File: config.mk
export PLATFORM = sky130hd
export DESIGN_NAME = control_unit_flat
export DESIGN_NICKNAME = d
export VERILOG_FILES = /design/src/rtl/control_pkg.sv /design/src/rtl/control_if.sv /design/src/rtl/control_decode.sv /design/src/rtl/control_unit.sv /design/src/flat_wrapper.sv
export SDC_FILE = /design/constraint.sdc
export NUM_CORES = 1
export LEC_CHECK = 0
export ABC_AREA = 1
export CORE_ASPECT_RATIO = 0.7
export CORE_UTILIZATION = 42
export DETAILED_ROUTE_END_ITERATION = 8
export PLACE_DENSITY = 0.89
export SETUP_SLACK_MARGIN = 0.15
export SLEW_MARGIN = 30
export SYNTH_ARGS = -nofsm -noshare
export SYNTH_HDL_FRONTEND = slang
export SYNTH_HIERARCHICAL = 1
export SYNTH_SLANG_ARGS = --single-unit
File: constraint.sdc
create_clock -name clk -period 1 [get_ports clk]
set_input_delay 0.15 -clock clk [delete_from_list [all_inputs] [get_ports clk]]
set_output_delay 0.15 -clock clk [all_outputs]
set_load 0.005 [all_outputs]
File: src/rtl/control_pkg.sv
// Shared encodings and control bundle for the main decoder.
// Optional illegal-encoding flag: CONTROL_ILLEGAL_EN.
package control_pkg;

  localparam logic [5:0] OP_RTYPE  = 6'h00;
  localparam logic [5:0] OP_J      = 6'h02;
  localparam logic [5:0] OP_JAL    = 6'h03;
  localparam logic [5:0] OP_BEQ    = 6'h04;
  localparam logic [5:0] OP_BNE    = 6'h05;
  localparam logic [5:0] OP_ADDI   = 6'h08;
  localparam logic [5:0] OP_ORI    = 6'h0D;
  localparam logic [5:0] OP_LUI    = 6'h0F;
  localparam logic [5:0] OP_LW     = 6'h23;
  localparam logic [5:0] OP_SW_ALT = 6'h25;
  localparam logic [5:0] OP_SW     = 6'h2B;

  localparam logic [5:0] F_JR      = 6'h08;
  localparam logic [5:0] F_SYSCALL = 6'h0C;
  localparam logic [5:0] F_MFHI    = 6'h10;
  localparam logic [5:0] F_MFLO    = 6'h12;
  localparam logic [5:0] F_MULT    = 6'h18;
  localparam logic [5:0] F_DIV     = 6'h1A;
  localparam logic [5:0] F_ADD     = 6'h20;
  localparam logic [5:0] F_SUB     = 6'h22;
  localparam logic [5:0] F_OR      = 6'h25;
  localparam logic [5:0] F_SLT     = 6'h2A;

  localparam logic [1:0] ALU_ADD   = 2'b00;
  localparam logic [1:0] ALU_SUB   = 2'b01;
  localparam logic [1:0] ALU_RTYPE = 2'b10;
  localparam logic [1:0] ALU_LOGI  = 2'b11;

  typedef struct packed {
    logic [1:0] alu_op;
    logic [5:0] func;
    logic       reg_dst;
    logic       beq;
    logic       bne;
    logic       jmp;
    logic       mem_read;
    logic       mem_to_reg;
    logic       mem_write;
    logic       alu_src;
    logic       reg_write;
    logic       lui;
    logic       sys_en;
`ifdef CONTROL_ILLEGAL_EN
    logic       illegal;
`endif
  } ctrl_t;

  localparam ctrl_t CTRL_NOP = '0;

  function automatic logic rtype_wr(
    input logic [5:0] fn
  );
    return (fn == F_ADD)  || (fn == F_SUB)
        || (fn == F_OR)   || (fn == F_SLT)
        || (fn == F_MFHI) || (fn == F_MFLO);
  endfunction

endpackage

File: src/rtl/control_if.sv
// Decoder bus: fetch side drives instr/stall,
// decoder drives the datapath control strobes.
interface control_if;

  logic        stall;
  logic [31:0] instr;
  logic [1:0]  ALUOp;
  logic [5:0]  func;
  logic        RegDST;
  logic        BEQ;
  logic        BNE;
  logic        JMP;
  logic        MemRead;
  logic        MemtoReg;
  logic        MemWrite;
  logic        ALUSrc;
  logic        RegWrite;
  logic        LUI;
  logic        SysEnable;
`ifdef CONTROL_ILLEGAL_EN
  logic        illegal;
`endif

  modport master (
    output stall, instr,
    input  ALUOp, func, RegDST,
           BEQ, BNE, JMP,
           MemRead, MemtoReg, MemWrite,
           ALUSrc, RegWrite, LUI, SysEnable
`ifdef CONTROL_ILLEGAL_EN
           , illegal
`endif
  );

  modport slave (
    input  stall, instr,
    output ALUOp, func, RegDST,
           BEQ, BNE, JMP,
           MemRead, MemtoReg, MemWrite,
           ALUSrc, RegWrite, LUI, SysEnable
`ifdef CONTROL_ILLEGAL_EN
           , illegal
`endif
  );

endinterface

File: src/rtl/control_decode.sv
// Combinational instruction decode: instr -> ctrl_t.
// Flags unknown encodings when CONTROL_ILLEGAL_EN is set.
module control_decode
  import control_pkg::*;
(
  input  logic [31:0] instr,
  output ctrl_t       ctrl
);

  logic [5:0] op;
  logic [5:0] fn;

  assign op = instr[31:26];
  assign fn = instr[5:0];

  // opcode/funct decode; the all-zero word is a true NOP
  always_comb begin
    ctrl = CTRL_NOP;
    if (instr != 32'h0) begin
      unique case (op)
        OP_RTYPE: begin
          unique case (1'b1)
            rtype_wr(fn): begin
              ctrl.alu_op    = ALU_RTYPE;
              ctrl.func      = fn;
              ctrl.reg_dst   = 1'b1;
              ctrl.reg_write = 1'b1;
            end
            (fn == F_MULT) || (fn == F_DIV): begin
              ctrl.alu_op  = ALU_RTYPE;
              ctrl.func    = fn;
              ctrl.reg_dst = 1'b1;
            end
            (fn == F_JR): begin
              ctrl.alu_op = ALU_RTYPE;
              ctrl.func   = fn;
              ctrl.jmp    = 1'b1;
            end
            (fn == F_SYSCALL): begin
              ctrl.alu_op = ALU_RTYPE;
              ctrl.func   = fn;
              ctrl.sys_en = 1'b1;
            end
            default: begin
`ifdef CONTROL_ILLEGAL_EN
              ctrl.illegal = 1'b1;
`endif
            end
          endcase
        end
        OP_BEQ: begin
          ctrl.beq    = 1'b1;
          ctrl.alu_op = ALU_SUB;
          ctrl.func   = F_SUB;
        end
        OP_BNE: begin
          ctrl.bne    = 1'b1;
          ctrl.alu_op = ALU_SUB;
          ctrl.func   = F_SUB;
        end
        OP_LW: begin
          ctrl.mem_read   = 1'b1;
          ctrl.mem_to_reg = 1'b1;
          ctrl.alu_src    = 1'b1;
          ctrl.reg_write  = 1'b1;
          ctrl.alu_op     = ALU_ADD;
          ctrl.func       = F_ADD;
        end
        OP_SW, OP_SW_ALT: begin
          ctrl.mem_write = 1'b1;
          ctrl.alu_src   = 1'b1;
          ctrl.alu_op    = ALU_ADD;
          ctrl.func      = F_ADD;
        end
        OP_LUI: begin
          ctrl.lui       = 1'b1;
          ctrl.reg_write = 1'b1;
          ctrl.alu_src   = 1'b1;
          ctrl.alu_op    = ALU_LOGI;
          ctrl.func      = F_OR;
        end
        OP_ORI: begin
          ctrl.reg_write = 1'b1;
          ctrl.alu_src   = 1'b1;
          ctrl.alu_op    = ALU_LOGI;
          ctrl.func      = F_OR;
        end
        OP_ADDI: begin
          ctrl.reg_write = 1'b1;
          ctrl.alu_src   = 1'b1;
          ctrl.alu_op    = ALU_ADD;
          ctrl.func      = F_ADD;
        end
        OP_J: begin
          ctrl.jmp = 1'b1;
        end
        OP_JAL: begin
          ctrl.jmp       = 1'b1;
          ctrl.reg_write = 1'b1;
        end
        default: begin
`ifdef CONTROL_ILLEGAL_EN
          ctrl.illegal = 1'b1;
`endif
        end
      endcase
    end
  end

endmodule

File: src/rtl/control_unit.sv
// Main decoder with one registered stage and stall hold.
// Optional illegal output: CONTROL_ILLEGAL_EN.
module control_unit
  import control_pkg::*;
(
  input  logic     clk,
  input  logic     reset,
  control_if.slave bus
);

  ctrl_t dec;
  ctrl_t q;

  control_decode u_decode (
    .instr (bus.instr),
    .ctrl  (dec)
  );

  // reset beats stall; stall freezes the decoded bundle
  always_ff @(posedge clk) begin
    if (reset) begin
      q <= CTRL_NOP;
    end else if (!bus.stall) begin
      q <= dec;
    end
  end

  assign bus.ALUOp     = q.alu_op;
  assign bus.func      = q.func;
  assign bus.RegDST    = q.reg_dst;
  assign bus.BEQ       = q.beq;
  assign bus.BNE       = q.bne;
  assign bus.JMP       = q.jmp;
  assign bus.MemRead   = q.mem_read;
  assign bus.MemtoReg  = q.mem_to_reg;
  assign bus.MemWrite  = q.mem_write;
  assign bus.ALUSrc    = q.alu_src;
  assign bus.RegWrite  = q.reg_write;
  assign bus.LUI       = q.lui;
  assign bus.SysEnable = q.sys_en;
`ifdef CONTROL_ILLEGAL_EN
  assign bus.illegal   = q.illegal;
`endif

endmodule

File: src/flat_wrapper.sv
// flat-port wrapper written by rule: the top's interface ports become plain ports
module control_unit_flat import control_pkg::*;
  (clk, reset, bus_stall, bus_instr, bus_ALUOp, bus_func, bus_RegDST, bus_BEQ, bus_BNE, bus_JMP, bus_MemRead, bus_MemtoReg, bus_MemWrite, bus_ALUSrc, bus_RegWrite, bus_LUI, bus_SysEnable);
  control_if bus_i ();
  input  logic clk;
  input  logic reset;
  input wire logic [$bits(bus_i.stall)-1:0] bus_stall;
  input wire logic [$bits(bus_i.instr)-1:0] bus_instr;
  output wire logic [$bits(bus_i.ALUOp)-1:0] bus_ALUOp;
  output wire logic [$bits(bus_i.func)-1:0] bus_func;
  output wire logic [$bits(bus_i.RegDST)-1:0] bus_RegDST;
  output wire logic [$bits(bus_i.BEQ)-1:0] bus_BEQ;
  output wire logic [$bits(bus_i.BNE)-1:0] bus_BNE;
  output wire logic [$bits(bus_i.JMP)-1:0] bus_JMP;
  output wire logic [$bits(bus_i.MemRead)-1:0] bus_MemRead;
  output wire logic [$bits(bus_i.MemtoReg)-1:0] bus_MemtoReg;
  output wire logic [$bits(bus_i.MemWrite)-1:0] bus_MemWrite;
  output wire logic [$bits(bus_i.ALUSrc)-1:0] bus_ALUSrc;
  output wire logic [$bits(bus_i.RegWrite)-1:0] bus_RegWrite;
  output wire logic [$bits(bus_i.LUI)-1:0] bus_LUI;
  output wire logic [$bits(bus_i.SysEnable)-1:0] bus_SysEnable;
  assign bus_i.stall = bus_stall;
  assign bus_i.instr = bus_instr;
  assign bus_ALUOp = bus_i.ALUOp;
  assign bus_func = bus_i.func;
  assign bus_RegDST = bus_i.RegDST;
  assign bus_BEQ = bus_i.BEQ;
  assign bus_BNE = bus_i.BNE;
  assign bus_JMP = bus_i.JMP;
  assign bus_MemRead = bus_i.MemRead;
  assign bus_MemtoReg = bus_i.MemtoReg;
  assign bus_MemWrite = bus_i.MemWrite;
  assign bus_ALUSrc = bus_i.ALUSrc;
  assign bus_RegWrite = bus_i.RegWrite;
  assign bus_LUI = bus_i.LUI;
  assign bus_SysEnable = bus_i.SysEnable;
  control_unit u_core (.clk(clk), .reset(reset), .bus(bus_i));
endmodule
==> flow_metrics.py, run 1 <==
metrics = {
    "worst_setup_path": {
        "r2r_end": "u_core/bus.func[1]",
        "crit_fanout": 5,
        "rr_worst_depth": 5,
        "cp_cell_sequence": "buf_8 > inv_1 > nand3_2 > nand2_4 > nand2_4 > nand3b_4 > nand2_4 > nand2_1 > nor2_1 > nor2_1",
        "r2r_slack_ns": 0.23,
        "cp_slowest_stage_delay_ns": 0.16,
        "cp_data_required_time_ns": 1.15,
        "crit_family": "simple AND/OR/NAND/NOR gates",
        "startpoint_type": "primary input",
        "critPathCaptureType": "flip-flop",
        "r2r-start": "u_core/bus.func[1]",
        "cp_num_buf_inv": 2,
        "cp.arrival_ns": 1.08,
        "cp_slowest_cell": "nor2_1",
        "cpMostUsedCell": "nand2_4",
        "crit_cells": 10,
        "worst-setup-path-type": "in -> reg",
    },
    "worst_hold_path": {
        "min_to": "u_core/bus.LUI",
        "hold_depth": 5,
        "min-delay-start": "bus_instr[28]",
        "hold_path_class": "in -> reg",
    },
    "cells_and_area": {
        "final_cell_mix": "nand2_1, nor2_1, inv_1",
        "fin_util": 0.781,
        "largest_register_ffs": 6,
        "area_growth_pct": 74.4,
        "layout_commonest_cell": "nand2_1",
        "final_nets": 333,
        "drive_gt1_frac": 0.505,
        "diodes": 0,
    },
    "floorplanning": {
        "initial_core_util": 0.448,
        "core_area_sq_um": 2820,
        "ios": 54,
        "num_rows": 16,
        "die_w_microns": 67.6,
        "die-area_sq_um": 3240,
        "die_h_microns": 47.9,
    },
    "yosys": {
        "synth_area_sq_um": 1260,
        "synthFlopType": "dfxtp_1",
        "synth_xor_area_frac": 0,
        "yosys.area_share.simple": 0.506,
        "yosys.area.top_type": "dfxtp_1",
        "syn_nets": 258,
        "synthAdderAreaFrac": 0,
        "muxShareOfSynthArea": 0,
        "synth_compound_area_frac": 0.0336,
        "netlist.area_leader.share": 0.301,
        "synth-edff-count": 0,
        "avgSynthCellArea_sq_um": 5.67,
        "yosysUniqueCellTypes": 22,
        "syn_inst": 223,
        "synth.area.top_cells": "dfxtp_1, nor2_1, nand2_1",
        "synthArstFlopShare": 0,
        "seq_area_frac_synth": 0.301,
        "synth_top_family_by_area": "simple AND/OR/NAND/NOR gates",
        "ys_seq_elements": 19,
        "ys_warn_count": 6,
    },
    "grt": {
        "gr-usage-met1": 0.300,
        "busiest_layer": "met2",
        "antenna_found_initial": 0,
        "grt_overflow": 0,
        "grtUsageTotal": 0.244,
        "grt_max_degree": 20,
        "use_met2": 0.432,
        "grt_use_met3": 0.0595,
        "grt_pass1_wl_mm": 5.74,
        "grt_pass1_vias": 1331,
    },
    "cts": {
        "cts_root_buf": "clkbuf_8",
        "htreeDepth": 1,
        "cts.clk_slew.worst_paths_ns": 0.07,
        "clock_latency_ns": 0.26,
        "clkSinkCount": 19,
        "cts_tree": "done",
        "cts_buffers": 3,
        "hold_buffers": 0,
        "clock_path_buffers": 2,
    },
    "pwr": {
        "clockPowerShare": 0.271,
        "switching_share": 0.291,
        "combPwrFrac": 0.310,
        "p_int_mw": 1.41,
        "seqPwrFrac": 0.419,
        "p_total_mw": 1.98,
        "leakage_nw": 1.16,
        "powerDensity_nw_per_um2": 899,
        "peakVddDrop_mv": 1.03,
        "switchingPower_mw": 0.576,
    },
    "run_status": {
        "status": "complete, no violations",
    },
    "placement": {
        "place.gp.congestion": 0.825,
        "hpwl_mm": 2.55,
        "dp_worst_setup_slack_ns": -0.609,
        "io_buffers": 53,
    },
    "routing": {
        "ant_nets": 0,
        "drc": 0,
        "routed_wirelength_mm": 4.25,
        "drtIter0Drc": 90,
        "vias_per_cell": 4.82,
        "num_vias": 1604,
        "wl_per_cell_microns": 12.7,
        "first_pass_iters": 4,
    },
    "timing": {
        "rsz0062_at_grt": "yes",
        "min_period_over_period": 0.929,
        "worst_pin_slew_ns": 0.229,
        "fmax_ghz": 1.08,
        "setup_viol": 0,
        "postLayoutSetupSlackWorst_ns": 0.0713,
        "finalHoldViolCount": 0,
        "maxSlewViolCount": 0,
        "post-route-min-period_ns": 0.929,
        "fin_skew_ns": 0,
        "slew_headroom": 0.847,
    },
    "run": {
        "drv_cap": 0,
    },
}
-- worst register-to-register path, cell delays in order (launching register included) --
cell and delay, ns:
dfxtp_2 0.33, buf_4 0.13, inv_1 0.06, nand2_1 0.05
nand2_1 0.05, nor2_1 0.04
-- cell usage after synthesis (all sizes together), types with 2 or more instances --
master	count
buf	6
dfxtp	19
inv	38
nand2	67
nand3	11
nand3b	2
nand4	2
nor2	69
nor3	3
-- area by class of cell --
type                    count  area, sq um
flip-flops and latches     19          404
fillers                   205          617
multi-input cells         159          893
inverters                  39          154
clock buffers               4         45.0
repair buffers             76          664
well taps                  36         45.0
-- kinds of logic (layout without fill, tap and decap cells) --
kind of cell / Yosys count / count (layout)
buf+inv: 45 / 119
compound gates: 5 / 5
simple gates: 154 / 154
flops: 19 / 19
-- power groups by stage --
stage          Clock, mW  Combinational [mW]  Sequential [mW]
6_report           0.538               0.615            0.831
5_1_grt            0.571               0.667            0.835
4_1_cts            0.535               0.502            0.825
3_5_place_dp           0               0.523            0.836
3_3_place_gp           0               0.512            0.835
2_1_floorplan          0               0.217            0.837
-- metrics by stage --
stage                     hold WS, ns  std cells  cell area [sq um]  TNS, ns
after CTS                       0.312        331               2000        0
after global placement          0.496        320               1940    -8.82
after detailed placement        0.496        320               1940    -9.47
after floorplan                 0.336        223               1290        0
after global routing            0.305        333               2210        0
final                           0.255        333               2210        0
-- how the worst max path moves through the flow --
stage	from	end
after floorplan	bus_instr[28]	u_core/bus.func[5]
after global placement	bus_instr[29]	u_core/bus.func[5]
after detailed placement	bus_instr[28]	u_core/bus.func[5]
after CTS	u_core/bus.func[2]	bus_func[2]
after global routing	bus_instr[1]	u_core/bus.ALUOp[1]
final	bus_instr[1]	u_core/bus.ALUOp[1]
-- layer usage --
metal	wire, microns	up-vias
met2	2170	72
met1	1770	717
met5	0	-
met4	30	0
met3	275	8
li1	-	807
-- timing repair --
action                                  CTS  global route
cloned                                    1             0
pin swaps                                43            58
setup buffers                             6             2
endpoints found under the setup margin   38            32
gates resized for setup                 210            89
Power figures use the tool's default switching activity.
==> run 2, diff against run 1 <==
--- a/config.mk
+++ b/config.mk
@@ -9,6 +9,7 @@
 export CORE_ASPECT_RATIO = 0.7
 export CORE_UTILIZATION = 42
 export DETAILED_ROUTE_END_ITERATION = 8
+export HOLD_SLACK_MARGIN = 0.08
 export PLACE_DENSITY = 0.89
 export SETUP_SLACK_MARGIN = 0.15
 export SLEW_MARGIN = 30
==> results of run 2 <==
The final DEF is identical to that of run 1; final timing and power are the same.
==> RTL edit 1, RTL diff (flow settings as in run 1) <==
Make the reset (`reset`) asynchronous in one clocked block.
--- a/src/rtl/control_unit.sv
+++ b/src/rtl/control_unit.sv
@@ -17,7 +17,7 @@
   );
 
   // reset beats stall; stall freezes the decoded bundle
-  always_ff @(posedge clk) begin
+  always_ff @(posedge clk or posedge reset) begin
     if (reset) begin
       q <= CTRL_NOP;
     end else if (!bus.stall) begin
Formal check against the unedited RTL: differs if reset is asserted again (counterexample within 4 cycles, from zero or initial values and one cycle with reset high); with reset held inactive, the same outputs for 10 cycles.
==> RTL edit 1 against run 1 <==
Cell area decreased by 4.9%; global-route usage is 2.4 points higher; sequential cell count unchanged; synthesized area fell by 3.6%; worst setup slack got worse by 0.042 ns; total power decreased by 8.5%; routed wire length up 10%; cell count is 8.4% lower; largest power group unchanged; highest routed layer unchanged.
==> RTL edit 1: results <==
set metrics [dict create \
    status "finished, final reports clean" \
    crit_family "flip-flops" \
    cp_max_fo 2 \
    wirelength_met1_um 1930 \
    use_met3_pct 7.77 \
    post-place-ws_ns -0.518 \
    fin_area_um2 2100 \
    final-clk-cell-share_pct 2.21 \
    avgSynthCellArea_um2 6.63 \
    n_fill_cell 179 \
    postPlaceCellArea_um2 1920 \
    num-clock-buffers 3 \
    vias 1605 \
    grt_pass1_wl_um 6220 \
    min_path_type "in2async" \
    use_met1_pct 33.4 \
    drive_gt1_share_pct 55.4 \
    ys_async_sr_fraction_pct 100 \
    clkPwrFrac_pct 29.7 \
    multi_input_gates 140 \
    cp.arrival_ns 0.82 \
    fin_nets 307 \
    grt_pass1_vias 1465 \
    netlist_top_cells_count "81 x nand2_1, 29 x nor2_1, 19 x dfrtp_1, 19 x inv_1, 11 x nand3_1" \
    gp_congestion 0.896 \
    synthFlopType "dfrtp_1" \
    multiInputGateArea_um2 852 \
    ir_worst_vdd_mv 0.661 \
    global_route.usage.total_pct 26.7 \
    power_leakage_nw 1.20 \
    drtIter0Drc 130 \
    whs_ns 0.226 \
    wl_met2_um 2220 \
    inv_count 21 \
    nonClkBufAreaFrac_pct 27.9 \
    synth-compound-area-share_pct 3.49 \
    use_met2_pct 46.7 \
    wl_met3_um 345 \
    synthesis.nets 219 \
    yosysSeqAreaShare_pct 39.0 \
    p_per_area_nw_per_um2 866 \
    relSlewSlack_pct 84.8 \
    wl_um 4670 \
    via_per_inst 5.26 \
    cpPeakStageDelay_ns 0.41 \
    dp_hpwl_um 2660 \
]
==> RTL edit 1: final timing paths <==
check	from	end
max	u_core/bus.JMP$_DFFE_PP0N_	bus_JMP
min reg2reg	u_core/bus.MemRead$_DFFE_PP0N_	u_core/bus.MemRead$_DFFE_PP0N_
max reg2reg	u_core/bus.func[1]$_DFFE_PP0N_	u_core/bus.func[1]$_DFFE_PP0N_
min in group clk	bus_instr[0]	u_core/bus.func[0]$_DFFE_PP0N_
min	reset	u_core/bus.func[0]$_DFFE_PP0N_
max in group asynchronous	reset	u_core/bus.RegWrite$_DFFE_PP0N_
==> RTL edit 1: logic make-up after synthesis <==
group | Yosys count
and+or+nand+nor | 135
buffers and inverters | 25
DFF | 19
AOI/OAI and AO/OA | 5
==> RTL edit 1: repair_timing <==
action / 4_1_cts / 5_1_grt
endpoints found under the setup margin: 38 / 38
pin swaps: 40 / 44
buffers inserted: 9 / 5
gates resized for setup: 182 / 86
==> RTL edit 2, RTL diff (settings of run 1) <==
Made on the original files. Change the package constant `F_DIV` from 6'h1A to 6'h13.
--- a/src/rtl/control_pkg.sv
+++ b/src/rtl/control_pkg.sv
@@ -19,7 +19,7 @@
   localparam logic [5:0] F_MFHI    = 6'h10;
   localparam logic [5:0] F_MFLO    = 6'h12;
   localparam logic [5:0] F_MULT    = 6'h18;
-  localparam logic [5:0] F_DIV     = 6'h1A;
+  localparam logic [5:0] F_DIV     = 6'h13;
   localparam logic [5:0] F_ADD     = 6'h20;
   localparam logic [5:0] F_SUB     = 6'h22;
   localparam logic [5:0] F_OR      = 6'h25;
Formal check against the unedited RTL: not equivalent (Yosys sat finds a counterexample within 4 cycles, from zero or initial values and one cycle with reset high).
==> RTL edit 2 against run 1 <==
The flow now finishes with violations (setup timing); cell area is 13% higher; sequential cell count did not move; critical path depth is the same; synthesized area did not move; via count is 25% higher; routed wire length is 52% higher; worst setup slack got worse by 0.42 ns; total power rose by 8.3%; worst hold slack better by 0.033 ns; combinational power is 23% higher; core utilization rose by 9.9 points; non-clock buffer count is 20 higher; count of clock-buffer cells in the layout decreased by 1; clock skew did not move; critical path type unchanged.
==> RTL edit 2: results <==
set metrics [dict create \
    cp.arrival_ns 1.50 \
    finalSetupViolCount 13 \
    cp_slowest_cell "nand4_1" \
    via_per_inst 5.70 \
    synth_cell_type_count 20 \
    wl_um 6470 \
    post_cts_buffers 13 \
    vias 2007 \
    avgSynthCellArea_um2 5.70 \
    global_route.usage.total_pct 28.5 \
    switching_power_w 0.000684 \
    violations "setup timing" \
    dp_hpwl_um 2530 \
    ys_top_cells_by_area "dfxtp_1 30%, nor2_1 19%, nand2_1 18%, inv_1 10%, nand3_1 4.7%" \
    netlist_top_cells_count "64 x nor2_1, 62 x nand2_1, 35 x inv_1" \
    synthesis.nets 257 \
    drt_first_pass_iters 5 \
    status "complete, but fails checks" \
    cpPeakStageDelay_ns 0.27 \
    fin_tns_setup_ns -1.51 \
    grt_pass1_vias 1601 \
    power_leakage_nw 1.32 \
    layout_setup_ws_ns -0.345 \
    tightest_slew_ns 0.268 \
    ir_worst_vdd_mv 0.806 \
]
RTL edit 2: changes by cell type after synthesis, sizes merged, moves of 2 or more:
| cell | run 1 | this run |
|---|---|---|
| nand2 | 67 | 62 |
| nand3b | 2 | 0 |
| nand4 | 2 | 6 |
| nor3 | 3 | 1 |
| o21ai | 0 | 5 |
RTL edit 2: kinds of logic (layout without fill, tap and decap cells):
kind of cell    Yosys count  count (layout)
compound gates            8               8
buf+inv                  43             137
flops                    19              19
simple gates            152             152
RTL edit 2: power by group through the flow:
stage / registers, W / logic, W / clock network, W
finish: 0.000833 / 0.000755 / 0.000559
global route: 0.000838 / 0.000790 / 0.000590
CTS: 0.000824 / 0.000581 / 0.000540
detailed placement: 0.000836 / 0.000540 / 0
global placement: 0.000834 / 0.000530 / 0
floorplan: 0.000837 / 0.000220 / 0
RTL edit 2: routing by layer:
layer  vias up  GRT usage, %  share of wire, %
met5         -             0                 0
li1        854             -                 -
met4         0          15.3               6.5
met2       205          51.7                47
met3        63          6.90                13
met1       885          31.6                34
RTL edit 2: cell type report:
cell class / instances / area [um2]
multi-input combinational: 160 / 885
clock buffer: 3 / 41.3
inverter: 37 / 154
tap: 36 / 45.0
fill: 131 / 337
clock inverter: 1 / 5.00
timing repair buffer: 96 / 952
sequential: 19 / 404
RTL edit 2: worst paths after layout:
check	from	to	slack [ns]
max reg2reg	u_core/bus.func[3]$_SDFFE_PP0N_	u_core/bus.func[3]$_SDFFE_PP0N_	0.01
min	bus_instr[29]	u_core/bus.LUI$_SDFFE_PP0N_	0.29
max	bus_instr[31]	u_core/bus.func[3]$_SDFFE_PP0N_	-0.35
min reg2reg	u_core/bus.BEQ$_SDFFE_PP0N_	u_core/bus.BEQ$_SDFFE_PP0N_	0.51
